<file path="src/rtl/keypad_pkg.sv">
// Shared state encoding and counter-sizing helper for the parametrised keypad encoder.
package keypad_pkg;

  typedef enum logic [2:0] {
    ST_IDLE     = 3'd0,
    ST_DEBOUNCE = 3'd1,
    ST_PRESSED  = 3'd2,
    ST_HELD     = 3'd3,
    ST_RELEASE  = 3'd4
  } kp_state_t;

  // Smallest width (at least 1) whose range covers 0..value-1.
  function automatic int clog2(input int value);
    int w;
    w = 1;
    while ((32'sd1 << w) < value) w = w + 1;
    return w;
  endfunction

endpackage

</file>
<file path="src/rtl/tick_prescaler.sv">
// Free-running divider: one-clk tick at the end of every DIV_RATIO period, plus the
// divided-clock phase of the upcoming count so a registered copy lines up with the count.
module tick_prescaler
  import keypad_pkg::*;
#(
  parameter int DIV_RATIO = 100
) (
  input  logic clk,
  input  logic resetn,
  output logic tick,
  output logic phase_hi
);

  localparam int CW = clog2(DIV_RATIO);
  localparam logic [CW-1:0] LAST = CW'(DIV_RATIO - 1);
  localparam logic [CW-1:0] HALF = CW'(DIV_RATIO / 2);

  logic [CW-1:0] cnt_q;
  logic [CW-1:0] cnt_d;

  always_comb begin
    if (cnt_q == LAST) cnt_d = {CW{1'b0}};
    else               cnt_d = cnt_q + CW'(1);
  end

  assign tick     = (cnt_q == LAST);
  assign phase_hi = (cnt_d < HALF);

  always_ff @(posedge clk or negedge resetn) begin
    if (!resetn) cnt_q <= {CW{1'b0}};
    else         cnt_q <= cnt_d;
  end

endmodule

</file>
<file path="src/rtl/param_keypad_encoder.sv">
// Priority-encoding, tick-debounced keypad front end with a 1-clk active-low load strobe.
// Optional auto-repeat while a key is held is enabled by defining AUTO_REPEAT_EN.
module param_keypad_encoder
  import keypad_pkg::*;
#(
  parameter int NUM_KEYS       = 10,
  parameter int CODE_W         = 4,
  parameter int DIV_RATIO      = 100,
  parameter int DEBOUNCE_TICKS = 4
`ifdef AUTO_REPEAT_EN
  ,
  parameter int REPEAT_DELAY   = 50,
  parameter int REPEAT_RATE    = 10
`endif
) (
  input  logic                clk,
  input  logic                resetn,
  input  logic [NUM_KEYS-1:0] keypad,
  input  logic                enablen,
  output logic [CODE_W-1:0]   code,
  output logic                loadn,
  output logic                key_held,
  output logic                pgt_out
);

  localparam int DCW = clog2(DEBOUNCE_TICKS + 1);
  localparam logic [DCW-1:0] DB_LAST = DCW'(DEBOUNCE_TICKS);

  logic [NUM_KEYS-1:0] key_s1_q;
  logic [NUM_KEYS-1:0] key_s2_q;
  logic [CODE_W-1:0]   cand_q;
  logic [CODE_W-1:0]   code_q;
  logic [CODE_W-1:0]   pri_s;
  logic [DCW-1:0]      cnt_q;
  kp_state_t           state_q;
  logic                loadn_q;
  logic                loadn_d;
  logic                key_held_q;
  logic                pgt_out_q;
  logic                any_s;
  logic                tick_s;
  logic                phase_hi_s;
  logic                rep_fire_s;

  tick_prescaler #(.DIV_RATIO(DIV_RATIO)) u_prescaler (
    .clk      (clk),
    .resetn   (resetn),
    .tick     (tick_s),
    .phase_hi (phase_hi_s)
  );

  always_ff @(posedge clk or negedge resetn) begin
    if (!resetn) begin
      key_s1_q <= {NUM_KEYS{1'b0}};
      key_s2_q <= {NUM_KEYS{1'b0}};
    end else begin
      key_s1_q <= keypad;
      key_s2_q <= key_s1_q;
    end
  end

  // Later (higher) indices overwrite earlier ones, so the highest set line wins.
  always_comb begin
    pri_s = {CODE_W{1'b0}};
    for (int i = 0; i < NUM_KEYS; i++) begin
      pri_s = key_s2_q[i] ? CODE_W'(i) : pri_s;
    end
    any_s = (|key_s2_q) & ~enablen;
  end

`ifdef AUTO_REPEAT_EN
  localparam int RCW = clog2(REPEAT_DELAY + 1);
  localparam logic [RCW-1:0] REP_LAST = RCW'(REPEAT_DELAY);
  localparam logic [RCW-1:0] REP_BACK = RCW'(REPEAT_DELAY - REPEAT_RATE);
  logic [RCW-1:0] rep_q;
  // After the first repeat the counter steps back by REPEAT_RATE, so later repeats hit REP_LAST again.
  assign rep_fire_s = (state_q == ST_HELD) && tick_s && any_s && ((rep_q + RCW'(1)) == REP_LAST);
`else
  assign rep_fire_s = 1'b0;
`endif

  assign loadn_d = ~((state_q == ST_PRESSED) | rep_fire_s);

  always_ff @(posedge clk or negedge resetn) begin
    if (!resetn) begin
      state_q    <= ST_IDLE;
      cand_q     <= {CODE_W{1'b0}};
      cnt_q      <= {DCW{1'b0}};
      code_q     <= {CODE_W{1'b0}};
      loadn_q    <= 1'b1;
      key_held_q <= 1'b0;
      pgt_out_q  <= 1'b0;
`ifdef AUTO_REPEAT_EN
      rep_q      <= {RCW{1'b0}};
`endif
    end else begin
      loadn_q   <= loadn_d;
      pgt_out_q <= enablen ? phase_hi_s : ~loadn_d;
      case (state_q)
        ST_IDLE: begin
          if (tick_s && any_s) begin
            cand_q <= pri_s;
            cnt_q  <= DCW'(1);
            if (DEBOUNCE_TICKS == 1) state_q <= ST_PRESSED;
            else                     state_q <= ST_DEBOUNCE;
          end
        end
        ST_DEBOUNCE: begin
          if (tick_s) begin
            if (!any_s) begin
              state_q <= ST_IDLE;
            end else if (pri_s != cand_q) begin
              cand_q <= pri_s;
              cnt_q  <= DCW'(1);
            end else if ((cnt_q + DCW'(1)) == DB_LAST) begin
              state_q <= ST_PRESSED;
            end else begin
              cnt_q <= cnt_q + DCW'(1);
            end
          end
        end
        ST_PRESSED: begin
          code_q     <= cand_q;
          key_held_q <= 1'b1;
          state_q    <= ST_HELD;
`ifdef AUTO_REPEAT_EN
          rep_q      <= {RCW{1'b0}};
`endif
        end
        ST_HELD: begin
          if (tick_s) begin
            if (!any_s) begin
              cnt_q <= DCW'(1);
`ifdef AUTO_REPEAT_EN
              rep_q <= {RCW{1'b0}};
`endif
              if (DEBOUNCE_TICKS == 1) begin
                key_held_q <= 1'b0;
                state_q    <= ST_IDLE;
              end else begin
                state_q <= ST_RELEASE;
              end
            end else begin
`ifdef AUTO_REPEAT_EN
              rep_q <= rep_fire_s ? REP_BACK : rep_q + RCW'(1);
`endif
            end
          end
        end
        ST_RELEASE: begin
          if (tick_s) begin
            if (any_s) begin
              cnt_q   <= {DCW{1'b0}};
              state_q <= ST_HELD;
`ifdef AUTO_REPEAT_EN
              rep_q   <= {RCW{1'b0}};
`endif
            end else if ((cnt_q + DCW'(1)) == DB_LAST) begin
              key_held_q <= 1'b0;
              state_q    <= ST_IDLE;
            end else begin
              cnt_q <= cnt_q + DCW'(1);
            end
          end
        end
        default: state_q <= ST_IDLE;
      endcase
    end
  end

  assign code     = code_q;
  assign loadn    = loadn_q;
  assign key_held = key_held_q;
  assign pgt_out  = pgt_out_q;

endmodule

</file>
<file path="config.mk">
export PLATFORM = sky130hd
export DESIGN_NAME = param_keypad_encoder
export DESIGN_NICKNAME = d
export VERILOG_FILES = /design/src/rtl/keypad_pkg.sv /design/src/rtl/tick_prescaler.sv /design/src/rtl/param_keypad_encoder.sv
export SDC_FILE = /design/constraint.sdc
export NUM_CORES = 1
export LEC_CHECK = 0
export ABC_AREA = 0
export BUFFER_PORTS_ARGS = -buffer_cell sky130_fd_sc_hd__buf_2
export CAP_MARGIN = 25
export CORE_MARGIN = 2
export CORE_UTILIZATION = 40
export CTS_CLUSTER_DIAMETER = 30
export DETAILED_ROUTE_END_ITERATION = 8
export PLACE_DENSITY = 0.68
export SLEW_MARGIN = 40
export SYNTH_ARGS = -nofsm -noshare
export SYNTH_HDL_FRONTEND = slang
export SYNTH_SLANG_ARGS = --single-unit
</file>
<file path="constraint.sdc">
create_clock -name clk -period 2 [get_ports clk]
set_clock_uncertainty 0.05 [all_clocks]
set_input_delay 0.3 -clock clk [delete_from_list [all_inputs] [get_ports clk]]
set_output_delay 0.3 -clock clk [all_outputs]
set_load 0.05 [all_outputs]
</file>
==> flow_metrics.tcl <==
set metrics [dict create \
    route.met2.wl_um 1780 \
    leakage_nw 1.15 \
    antenna_left 0 \
    crit_required_ps 2150 \
    synth_edf_count 0 \
    synth_area_leaders "dfrtp_1 (54%), nor2_1 (3.2%), ha_1 (2.5%)" \
    internal_power_mw 1.24 \
    slew_viol_final 0 \
    timing.final.crit_share 0.997 \
    hold_violations 0 \
    grt_pass1_wl_um 5950 \
    outcome "finished clean" \
    hp-class "in -> reg" \
    cts_buffer_depth 2 \
    fmax_mhz 501 \
    wl_um 3610 \
    critPathKind "reg -> reg" \
    ys.flop_type "dfrtp_1" \
    io_pins 20 \
    cp_cell_sequence "nand2b_1 > a211o_1 > a311oi_4 > nand4_2 > nor3b_1 > a221o_1" \
    critPathLaunchType "flop" \
    p_seq_frac 0.578 \
    clk_latency_ps 300 \
    fp.dieH_um 74.7 \
    yosysMostFrequentCell "dfrtp_1" \
    drt-met1-wl_um 1650 \
    end_kind "flop" \
    yosysWarnings 0 \
    comb_power_share 0.066 \
    routedWlPerCell_um 12.3 \
    r2r_slack_ps 6 \
    start_util 0.418 \
    first_pass_iters 4 \
    area_delta_synth_final_pct 28.0 \
    ir_worst_vdd_mv 0.499 \
    drtIter0Drc 92 \
    switching_share 0.225 \
    ys_async_sr_fraction 1.00 \
    max-slew-margin-rel 0.606 \
    cts.sinks 44 \
    overflow 0 \
    core_region_area_um2 4790 \
    worst_pin_slew_ps 583 \
    synth_top_cell_by_area "dfrtp_1" \
    hpwl_um 2580 \
    setup_viol 0 \
    wl_met3_um 129 \
    cts_made_buffers 5 \
    root_buffer "clkbuf_8" \
    vias 1473 \
    synthesis.nets 192 \
    top_layer_used "met4" \
    synth-seq-area-share 0.551 \
    power_density_nw_per_um2 625 \
    die-area_um2 5590 \
    tns_ps 0 \
    layout_min_cycle_time_ps 1990 \
    std_cell_rows 25 \
    slowest_delay_ps 420 \
    grt_pass1_vias 1304 \
    net-switching-power_mw 0.361 \
    final_area_um2 2560 \
    synthCells 175 \
    synth_common_cells "dfrtp_1 (43), nor2_1 (17), nand2_1 (9), a21oi_1 (8), nand3_1 (8)" \
    synth_top_area_share 0.538 \
    grt_max_degree 45 \
    avgSynthCellArea_um2 11.4 \
    synth.distinct_cells 53 \
    antenna_found_initial 0 \
    synth_area_um2 2000 \
    layout-drive-gt1-share 0.344 \
    die_w_um 74.7 \
    layout.nets 243 \
    power_frac_clock 0.356 \
    cts_tree "yes" \
    cp_slowest_cell "dfrtp_1" \
    drv_cap 0 \
    yosys_register_bits 44 \
    fillers 418 \
    place_congestion 0.810 \
    drcViolationCount 0 \
    rsz0062_at_grt "true" \
    crit_fanout 3 \
    cp_data_arrival_time_ps 2140 \
    port_buffers 19 \
    clkTransAtPathRegs_ps 80 \
    diodes 0 \
    routed_via_density 5.01 \
    placed_area_um2 2380 \
    grt_usage 0.142 \
    htree_levels 2 \
]
-- sequential cells by signal, summed over array words and instances, names as in the netlist --
| register | count |
|---|---|
| cand_q | 4 |
| cnt_q | 3 |
| code | 4 |
| key_held | 1 |
| key_s1_q | 10 |
| key_s2_q | 10 |
| loadn | 1 |
| pgt_out | 1 |
| state_q | 3 |
| u_prescaler.cnt_q | 7 |
-- metrics by stage --
stage / setup WS [ps] / instances / total power [mW] / utilization / hold slack, ps
4_1_cts: 1.67 / 293 / 1.61 / 0.523 / 46.5
3_3_place_gp: -8.48 / 284 / 1.03 / 0.498 / 240
5_1_grt: -140 / 294 / 1.67 / 0.535 / 33.6
2_1_floorplan: 7.36 / 175 / 0.978 / - / -45.6
6_report: 5.96 / 294 / 1.60 / 0.535 / 51.1
3_5_place_dp: -98.6 / 284 / 1.04 / 0.498 / 243
-- repair_timing --
item	in CTS	in global routing
setup buffers	0	1
pin swaps	3	4
resized for setup	2	9
hold buffers	1	0
endpoints found under the hold margin	43	0
setup endpoints to repair	2	11
-- power by group through the flow --
stage / Sequential, mW / Combinational [mW] / Clock, mW
6_report: 0.926 / 0.106 / 0.570
5_1_grt: 0.929 / 0.118 / 0.624
4_1_cts: 0.923 / 0.102 / 0.586
3_5_place_dp: 0.940 / 0.0973 / 0
3_3_place_gp: 0.939 / 0.0955 / 0
2_1_floorplan: 0.943 / 0.0351 / 0
-- layout make-up --
cell class	instances	area, um^2	area share
Clock buffer	7	86.3	0.0337
Clock inverter	1	7.51	0.00293
Inverter	7	26.3	0.0103
Multi-Input combinational cell	119	920	0.359
Sequential cell	44	1100	0.431
Tap cell	67	83.8	0.0327
Timing Repair Buffer	49	335	0.131
-- per-layer routing --
metal	track usage	up-vias
met1	0.190	700
met3	0.0442	5
met2	0.216	24
met4	0.0536	0
li1	-	744
met5	0	-
-- logic make-up after synthesis --
group | count (synthesis) | share of synthesized area
and+or+nand+nor | 63 | 0.175
DFF | 44 | 0.551
AOI/OAI and AO/OA | 40 | 0.164
buffers and inverters | 12 | 0.0231
muxes | 8 | 0.0450
xor gates and xnor gates | 4 | 0.0175
adders and majority gates | 4 | 0.0250
-- placed cells by master, fill, tap and decap left out, types with 4 or more instances in the layout --
cell type  count
a21oi_1        8
and2_1         4
buf_2         19
buf_4         28
clkbuf_8       6
dfrtp_1       42
ha_1           4
inv_1          7
mux2_2         4
nand2_1        9
nand3_1        8
nor2_1        17
nor2b_1        4
o21ai_0        4
o21ai_1        4
xnor2_1        4
-- worst max-delay path, delay by kind of cell (launching register included) --
family,cells,cell delay [ps]
AND/OR/NAND/NOR,3,550
AO/OA/AOI/OAI,3,880
flip-flops,1,420
-- path summary, 6_finish.rpt --
check	start	cells after the start	end
min reg2reg	key_s1_q[2]	0	key_s2_q[2]
min in group asynchronous	resetn	3	u_prescaler.cnt_q[4]
min	keypad[5]	1	key_s1_q[5]
max	key_s2_q[2]	6	cnt_q[0]
max reg2reg	key_s2_q[2]	6	cnt_q[0]
max in group asynchronous	resetn	3	loadn
No activity file was read; power rests on OpenSTA's default activity.
